===== config.mk =====
export PLATFORM = sky130hd
export DESIGN_NAME = multi_input_capture_flat
export DESIGN_NICKNAME = d
export VERILOG_FILES = /design/src/rtl/multi_input_capture_if.sv /design/src/rtl/multi_input_capture.sv /design/src/flat_wrapper.sv
export SDC_FILE = /design/constraint.sdc
export NUM_CORES = 1
export LEC_CHECK = 0
export CAP_MARGIN = 20
export CORE_MARGIN = 1.5
export CORE_UTILIZATION = 45
export CTS_CLUSTER_DIAMETER = 40
export CTS_CLUSTER_SIZE = 40
export DETAILED_ROUTE_END_ITERATION = 12
export GPL_ROUTABILITY_DRIVEN = 0
export PLACE_DENSITY = 0.66
export SLEW_MARGIN = 20
export SYNTH_ARGS = -nofsm -noshare
export SYNTH_HDL_FRONTEND = slang
export SYNTH_SLANG_ARGS = --single-unit

===== constraint.sdc =====
create_clock -name clk -period 4.8 [get_ports clk]
set_input_delay 0.96 -clock clk [delete_from_list [all_inputs] [get_ports clk]]
set_output_delay 0.96 -clock clk [all_outputs]
set_load 0.02 [all_outputs]

===== src/rtl/multi_input_capture_if.sv =====
// Scan/capture bus between an ADC front end and multi_input_capture.
// Carries scan control, sample strobe, hold readback and update strobe.
interface multi_input_capture_if #(
    parameter int SAMPLE_W = 10
);
    logic                enable;
    logic [3:0]          channel;
    logic                new_sample;
    logic [SAMPLE_W-1:0] sample;
    logic [3:0]          sample_channel;
    logic [3:0]          rd_ch;
    logic [SAMPLE_W-1:0] rd_data;
    logic                upd_valid;
    logic [3:0]          upd_ch;
    logic [SAMPLE_W-1:0] upd_data;
    logic                timeout_err;
    logic                clr_err;

    modport master (
        output enable, new_sample, sample,
        output sample_channel, rd_ch, clr_err,
        input  channel, rd_data, upd_valid,
        input  upd_ch, upd_data, timeout_err
    );

    modport slave (
        input  enable, new_sample, sample,
        input  sample_channel, rd_ch, clr_err,
        output channel, rd_data, upd_valid,
        output upd_ch, upd_data, timeout_err
    );
endinterface


===== src/rtl/multi_input_capture.sv =====
// Round-robin ADC channel scanner with per-channel hold registers.
// Define CAPTURE_AVG_EN to publish 4-sample averages instead of raw samples.
module multi_input_capture #(
    parameter int NUM_CH   = 8,
    parameter int SAMPLE_W = 10,
    parameter int TIMEOUT  = 1023
) (
    input logic clk,
    input logic rst,
    multi_input_capture_if.slave bus
);
    localparam int CNT_W =
        (TIMEOUT < 2) ? 1 : $clog2(TIMEOUT + 1);
    localparam logic [CNT_W-1:0] CNT_LAST =
        CNT_W'(TIMEOUT - 1);
    localparam logic [3:0] LAST_CH = 4'(NUM_CH - 1);

    typedef enum logic [1:0] {
        IDLE,
        WAIT,
        UPDATE
    } state_t;

    state_t              state_q, state_d;
    logic [3:0]          cur_ch_q, cur_ch_d;
    logic [CNT_W-1:0]    cnt_q, cnt_d;
    logic [SAMPLE_W-1:0] hold_q [NUM_CH];
    logic [SAMPLE_W-1:0] hold_d [NUM_CH];
    logic                upd_valid_q, upd_valid_d;
    logic [3:0]          upd_ch_q, upd_ch_d;
    logic [SAMPLE_W-1:0] upd_data_q, upd_data_d;
    logic                err_q, err_d;
    logic [3:0]          next_ch;
    logic                accept;
`ifdef CAPTURE_AVG_EN
    logic [SAMPLE_W+1:0] acc_q [NUM_CH];
    logic [SAMPLE_W+1:0] acc_d [NUM_CH];
    logic [1:0]          num_q [NUM_CH];
    logic [1:0]          num_d [NUM_CH];
    logic [SAMPLE_W+1:0] sum;
`endif

    assign next_ch = (cur_ch_q == LAST_CH)
                   ? 4'd0 : cur_ch_q + 4'd1;
    assign accept  = bus.new_sample
                   && (bus.sample_channel == cur_ch_q);

    always_comb begin
        state_d     = state_q;
        cur_ch_d    = cur_ch_q;
        cnt_d       = cnt_q;
        hold_d      = hold_q;
        upd_valid_d = 1'b0;
        upd_ch_d    = upd_ch_q;
        upd_data_d  = upd_data_q;
        err_d       = bus.clr_err ? 1'b0 : err_q;
`ifdef CAPTURE_AVG_EN
        acc_d = acc_q;
        num_d = num_q;
        sum   = '0;
`endif
        unique case (state_q)
            IDLE: begin
                if (bus.enable) begin
                    state_d = WAIT;
                    cnt_d   = '0;
                end
            end
            WAIT: begin
                if (!bus.enable) begin
                    state_d = IDLE;
                    cnt_d   = '0;
                end else if (accept) begin
                    state_d = UPDATE;
                    cnt_d   = '0;
                    for (int i = 0; i < NUM_CH; i++) begin
                        if (cur_ch_q == 4'(i)) begin
`ifdef CAPTURE_AVG_EN
                            sum = acc_q[i]
                                + {2'b00, bus.sample};
                            if (num_q[i] == 2'd3) begin
                                hold_d[i]   = sum[SAMPLE_W+1:2];
                                acc_d[i]    = '0;
                                num_d[i]    = '0;
                                upd_valid_d = 1'b1;
                                upd_ch_d    = cur_ch_q;
                                upd_data_d  = sum[SAMPLE_W+1:2];
                            end else begin
                                acc_d[i] = sum;
                                num_d[i] = num_q[i] + 2'd1;
                            end
`else
                            hold_d[i]   = bus.sample;
                            upd_valid_d = 1'b1;
                            upd_ch_d    = cur_ch_q;
                            upd_data_d  = bus.sample;
`endif
                        end
                    end
                end else if (cnt_q == CNT_LAST) begin
                    // skip the silent channel, keep scanning
                    cnt_d    = '0;
                    cur_ch_d = next_ch;
                    err_d    = 1'b1;
                end else begin
                    cnt_d = cnt_q + 1'b1;
                end
            end
            UPDATE: begin
                cur_ch_d = next_ch;
                cnt_d    = '0;
                state_d  = bus.enable ? WAIT : IDLE;
            end
            default: state_d = IDLE;
        endcase
    end

    always_ff @(posedge clk or negedge rst) begin
        if (!rst) begin
            state_q     <= IDLE;
            cur_ch_q    <= '0;
            cnt_q       <= '0;
            hold_q      <= '{default: '0};
            upd_valid_q <= 1'b0;
            upd_ch_q    <= '0;
            upd_data_q  <= '0;
            err_q       <= 1'b0;
`ifdef CAPTURE_AVG_EN
            acc_q <= '{default: '0};
            num_q <= '{default: '0};
`endif
        end else begin
            state_q     <= state_d;
            cur_ch_q    <= cur_ch_d;
            cnt_q       <= cnt_d;
            hold_q      <= hold_d;
            upd_valid_q <= upd_valid_d;
            upd_ch_q    <= upd_ch_d;
            upd_data_q  <= upd_data_d;
            err_q       <= err_d;
`ifdef CAPTURE_AVG_EN
            acc_q <= acc_d;
            num_q <= num_d;
`endif
        end
    end

    always_comb begin
        bus.rd_data = '0;
        for (int i = 0; i < NUM_CH; i++) begin
            if (bus.rd_ch == 4'(i)) begin
                bus.rd_data = hold_q[i];
            end
        end
    end

    assign bus.channel     = cur_ch_q;
    assign bus.upd_valid   = upd_valid_q;
    assign bus.upd_ch      = upd_ch_q;
    assign bus.upd_data    = upd_data_q;
    assign bus.timeout_err = err_q;
endmodule


===== src/flat_wrapper.sv =====
// flat-port wrapper written by rule: the top's interface ports become plain ports
module multi_input_capture_flat 
#(
    parameter int NUM_CH   = 8,
    parameter int SAMPLE_W = 10,
    parameter int TIMEOUT  = 1023
)
  (clk, rst, bus_enable, bus_new_sample, bus_sample, bus_sample_channel, bus_rd_ch, bus_clr_err, bus_channel, bus_rd_data, bus_upd_valid, bus_upd_ch, bus_upd_data, bus_timeout_err);
  multi_input_capture_if #(.SAMPLE_W(SAMPLE_W)) bus_i ();
  input logic clk;
  input logic rst;
  input wire logic [$bits(bus_i.enable)-1:0] bus_enable;
  input wire logic [$bits(bus_i.new_sample)-1:0] bus_new_sample;
  input wire logic [$bits(bus_i.sample)-1:0] bus_sample;
  input wire logic [$bits(bus_i.sample_channel)-1:0] bus_sample_channel;
  input wire logic [$bits(bus_i.rd_ch)-1:0] bus_rd_ch;
  input wire logic [$bits(bus_i.clr_err)-1:0] bus_clr_err;
  output wire logic [$bits(bus_i.channel)-1:0] bus_channel;
  output wire logic [$bits(bus_i.rd_data)-1:0] bus_rd_data;
  output wire logic [$bits(bus_i.upd_valid)-1:0] bus_upd_valid;
  output wire logic [$bits(bus_i.upd_ch)-1:0] bus_upd_ch;
  output wire logic [$bits(bus_i.upd_data)-1:0] bus_upd_data;
  output wire logic [$bits(bus_i.timeout_err)-1:0] bus_timeout_err;
  assign bus_i.enable = bus_enable;
  assign bus_i.new_sample = bus_new_sample;
  assign bus_i.sample = bus_sample;
  assign bus_i.sample_channel = bus_sample_channel;
  assign bus_i.rd_ch = bus_rd_ch;
  assign bus_i.clr_err = bus_clr_err;
  assign bus_channel = bus_i.channel;
  assign bus_rd_data = bus_i.rd_data;
  assign bus_upd_valid = bus_i.upd_valid;
  assign bus_upd_ch = bus_i.upd_ch;
  assign bus_upd_data = bus_i.upd_data;
  assign bus_timeout_err = bus_i.timeout_err;
  multi_input_capture #(.NUM_CH(NUM_CH), .SAMPLE_W(SAMPLE_W), .TIMEOUT(TIMEOUT)) u_core (.clk(clk), .rst(rst), .bus(bus_i));
endmodule

==> flow_summary.json <==
{
  "cts_resized": 0,
  "cap_violations": 0,
  "worstMarginPinSlew_ns": 1.03,
  "cp-start-kind": "primary input",
  "multiInputGateArea_um2": 2310,
  "syn_area_um2": 5220,
  "synth_top_area_share_pct": 53.7,
  "hold_ws_ns": 0.501,
  "grt_max_degree": 84,
  "vias": 3060,
  "fin_nets": 440,
  "arrival_ns": 3.21,
  "vias_per_cell": 5.47,
  "drc": 0,
  "synth_cell_types": 43,
  "status": "complete, no violations",
  "hold_buffers": 0,
  "netlist_instances": 357,
  "skew_ns": 0.00899,
  "hold_violations": 0,
  "synth-seq-cells": 112,
  "p_comb_share_pct": 12.5,
  "start_util_pct": 45.9,
  "synth_ff_type": "dfrtp_1",
  "drive_gt1_share_pct": 34.9,
  "drtAntennaViolNets": 0,
  "synth_seq_area_share_pct": 53.7,
  "cts.sinks": 112,
  "first_pass_iters": 4,
  "totalWireLength_mm": 10.3,
  "dp_hpwl_mm": 6.31,
  "die_area_um2": 12300,
  "cts.clk_slew.worst_paths_ns": 0.07,
  "area_delta_synth_final_pct": 18.2,
  "seqPwrFrac_pct": 50.1,
  "root_buffer": "clkbuf_16",
  "fin_crit_sh_pct": 86.8,
  "setup_tns_ns": 0,
  "worstRegToRegCells": 5,
  "worstSetupPathType": "in2out",
  "async_reset_ff_share_pct": 100,
  "die_h_um": 111,
  "grt_pass1_wl_mm": 17.2,
  "power_density_nw_per_um2": 330,
  "synth_area_leaders": "dfrtp_1 54%, mux2_2 19%, mux4_2 8.6%",
  "max_freq_mhz": 240,
  "dp_cells": 543,
  "track_usage_pct": 18.0,
  "critPathRequiredTime_ns": 3.84,
  "finalMaxSlewViolations": 0,
  "grt_overflow": 0,
  "rsz0062_at_grt": "false",
  "p_leak_uw": 0.00294,
  "synth.net_count": 386,
  "htreeDepth": 3,
  "synth-edff-count": 0,
  "internal_power_uw": 1540,
  "num_io_pins": 53,
  "clockPowerShare_pct": 37.5,
  "row_count": 39,
  "core_um2": 11400,
  "fin_total_pwr_uw": 2040,
  "sw_frac_of_total_pct": 24.5,
  "antenna_cells": 0,
  "yosys_warnings": 0,
  "die_x_um": 111,
  "portBuffers": 52,
  "tritoncts": "done",
  "relSlewSlack_pct": 31.1,
  "antenna_found_initial": 0,
  "insertion_delay_ns": 0.35,
  "min_period_ns": 4.17,
  "instances_no_fill": 559,
  "yosysTopAreaCell": "dfrtp_1",
  "hp-class": "reg2reg",
  "critical_path_peak_fanout": 20,
  "setup_violations": 0,
  "r2r_slack_ns": 2.12,
  "switchingPower_uw": 499,
  "wl_per_cell_um": 18.4,
  "vdd_drop_max_mv": 0.293,
  "regArea_um2": 2800,
  "numCtsBuffers": 9,
  "critPathCaptureType": "output port",
  "clock_path_buffers": 2,
  "min_path_cells": 1,
  "drt_iter0_drc": 130,
  "cts_setup_buffers": 0,
  "grt_pass1_vias": 3205,
  "syn_avg_cell_area_um2": 14.6,
  "n_fill_cell": 972
}
[synth_stat cells, types with 2 or more instances]
| master | n |
|---|---|
| dfrtp_1 | 112 |
| buf_2 | 3 |
| and2_1 | 6 |
| a21o_1 | 4 |
| mux2i_1 | 11 |
| clkbuf_1 | 5 |
| and4_1 | 3 |
| nor4b_1 | 2 |
| mux2_4 | 8 |
| nand2_1 | 10 |
| nor3b_1 | 3 |
| buf_6 | 2 |
| ha_1 | 6 |
| nor3_1 | 3 |
| inv_1 | 5 |
| nor4_1 | 3 |
| mux4_2 | 20 |
| buf_1 | 2 |
| xnor2_1 | 4 |
| o21ai_0 | 11 |
| xor2_1 | 2 |
| a21oi_1 | 3 |
| nand2_2 | 3 |
| nand3_1 | 5 |
| nor2_1 | 17 |
| mux2_2 | 87 |
[cell usage in the layout, fill, tap and decap left out, types with 2 or more instances in the layout]
master	n
o21ai_0	11
and4_1	3
clkdlybuf4s50_1	51
nor3b_1	3
mux2i_1	11
clkinv_4	2
nand3_1	5
ha_1	6
dfrtp_1	112
mux2_4	8
nor4_1	3
nor4b_1	2
clkinv_2	2
xor2_1	2
nor3_1	3
a21oi_1	3
xnor2_1	4
inv_1	5
nor2_1	17
clkbuf_16	9
mux2_2	87
and2_1	6
nand2_1	10
nand2_2	3
mux4_2	20
a21o_1	4
buf_4	5
[kinds of logic (layout without fill, tap and decap cells)]
group | count (synthesis) | after routing | synth area share (%)
multiplexers | 126 | 126 | 31.8
flip-flops | 112 | 112 | 53.7
AND/OR/NAND/NOR | 64 | 64 | 7.02
AO/OA/AOI/OAI | 23 | 23 | 2.66
buffers and inverters | 19 | 78 | 2.11
XOR/XNOR | 7 | 7 | 1.32
adder cells (fa/ha/maj) | 6 | 6 | 1.44
[final timing paths]
path,startpoint,to
min in group asynchronous,rst,u_core.bus.upd_ch[3]
max in group asynchronous,rst,u_core.bus.upd_data[9]
worst max register to register,u_core.bus.channel[3],u_core.hold_q[79]
worst min register to register,u_core.hold_q[14],u_core.hold_q[14]
worst max-delay path,bus_rd_ch[0],bus_rd_data[9]
worst min-delay path,u_core.hold_q[14],u_core.hold_q[14]
[power by group through the flow]
stage	logic [uW]	clock network, uW	registers (uW)
floorplan	111	0	1060
global placement	253	0	1040
detailed placement	256	0	1040
CTS	258	787	1020
global route	277	817	1030
finish	254	765	1020
[per-layer routing]
layer,vias up,global-route usage [%],part of all wire (%),routed length [um]
li1,1415,-,-,-
met1,1586,25.2,48,4950
met2,51,28.7,47,4870
met3,8,3.66,3.2,330
met4,0,5.38,1.2,121
met5,-,0,0,0
[critical path, stage by stage]
cell and delay, ns:
clkdlybuf4s50_1 0.46, buf_4 0.38, mux4_2 0.56, mux2i_1 0.22, nor2_1 0.07, clkdlybuf4s50_1 0.56
[layout make-up]
| class | count | area share, % |
|---|---|---|
| clock buffer | 10 | 3.87 |
| clock inverter | 6 | 1.07 |
| inverter | 5 | 0.304 |
| multi-input combinational | 226 | 37.4 |
| sequential | 112 | 45.4 |
| tap | 143 | 2.90 |
| timing repair buffer | 57 | 9.06 |
[state kept, by name, summed over array words and instances, names as in the netlist]
register,count
u_core.bus.channel,4
u_core.bus.timeout_err,1
u_core.bus.upd_ch,4
u_core.bus.upd_data,10
u_core.bus.upd_valid,1
u_core.cnt_q,10
u_core.hold_q,80
u_core.state_q,2
[metrics by stage]
step	worst slack (ns)	util (%)	instance area, um^2
3_3_place_gp	0.600	51.6	5870
2_1_floorplan	1.56	-	5220
5_1_grt	0.500	54.3	6170
4_1_cts	0.621	54.3	6170
3_5_place_dp	0.629	51.6	5870
6_report	0.632	54.3	6170
Note: power is estimated with default switching activity, not from simulation.
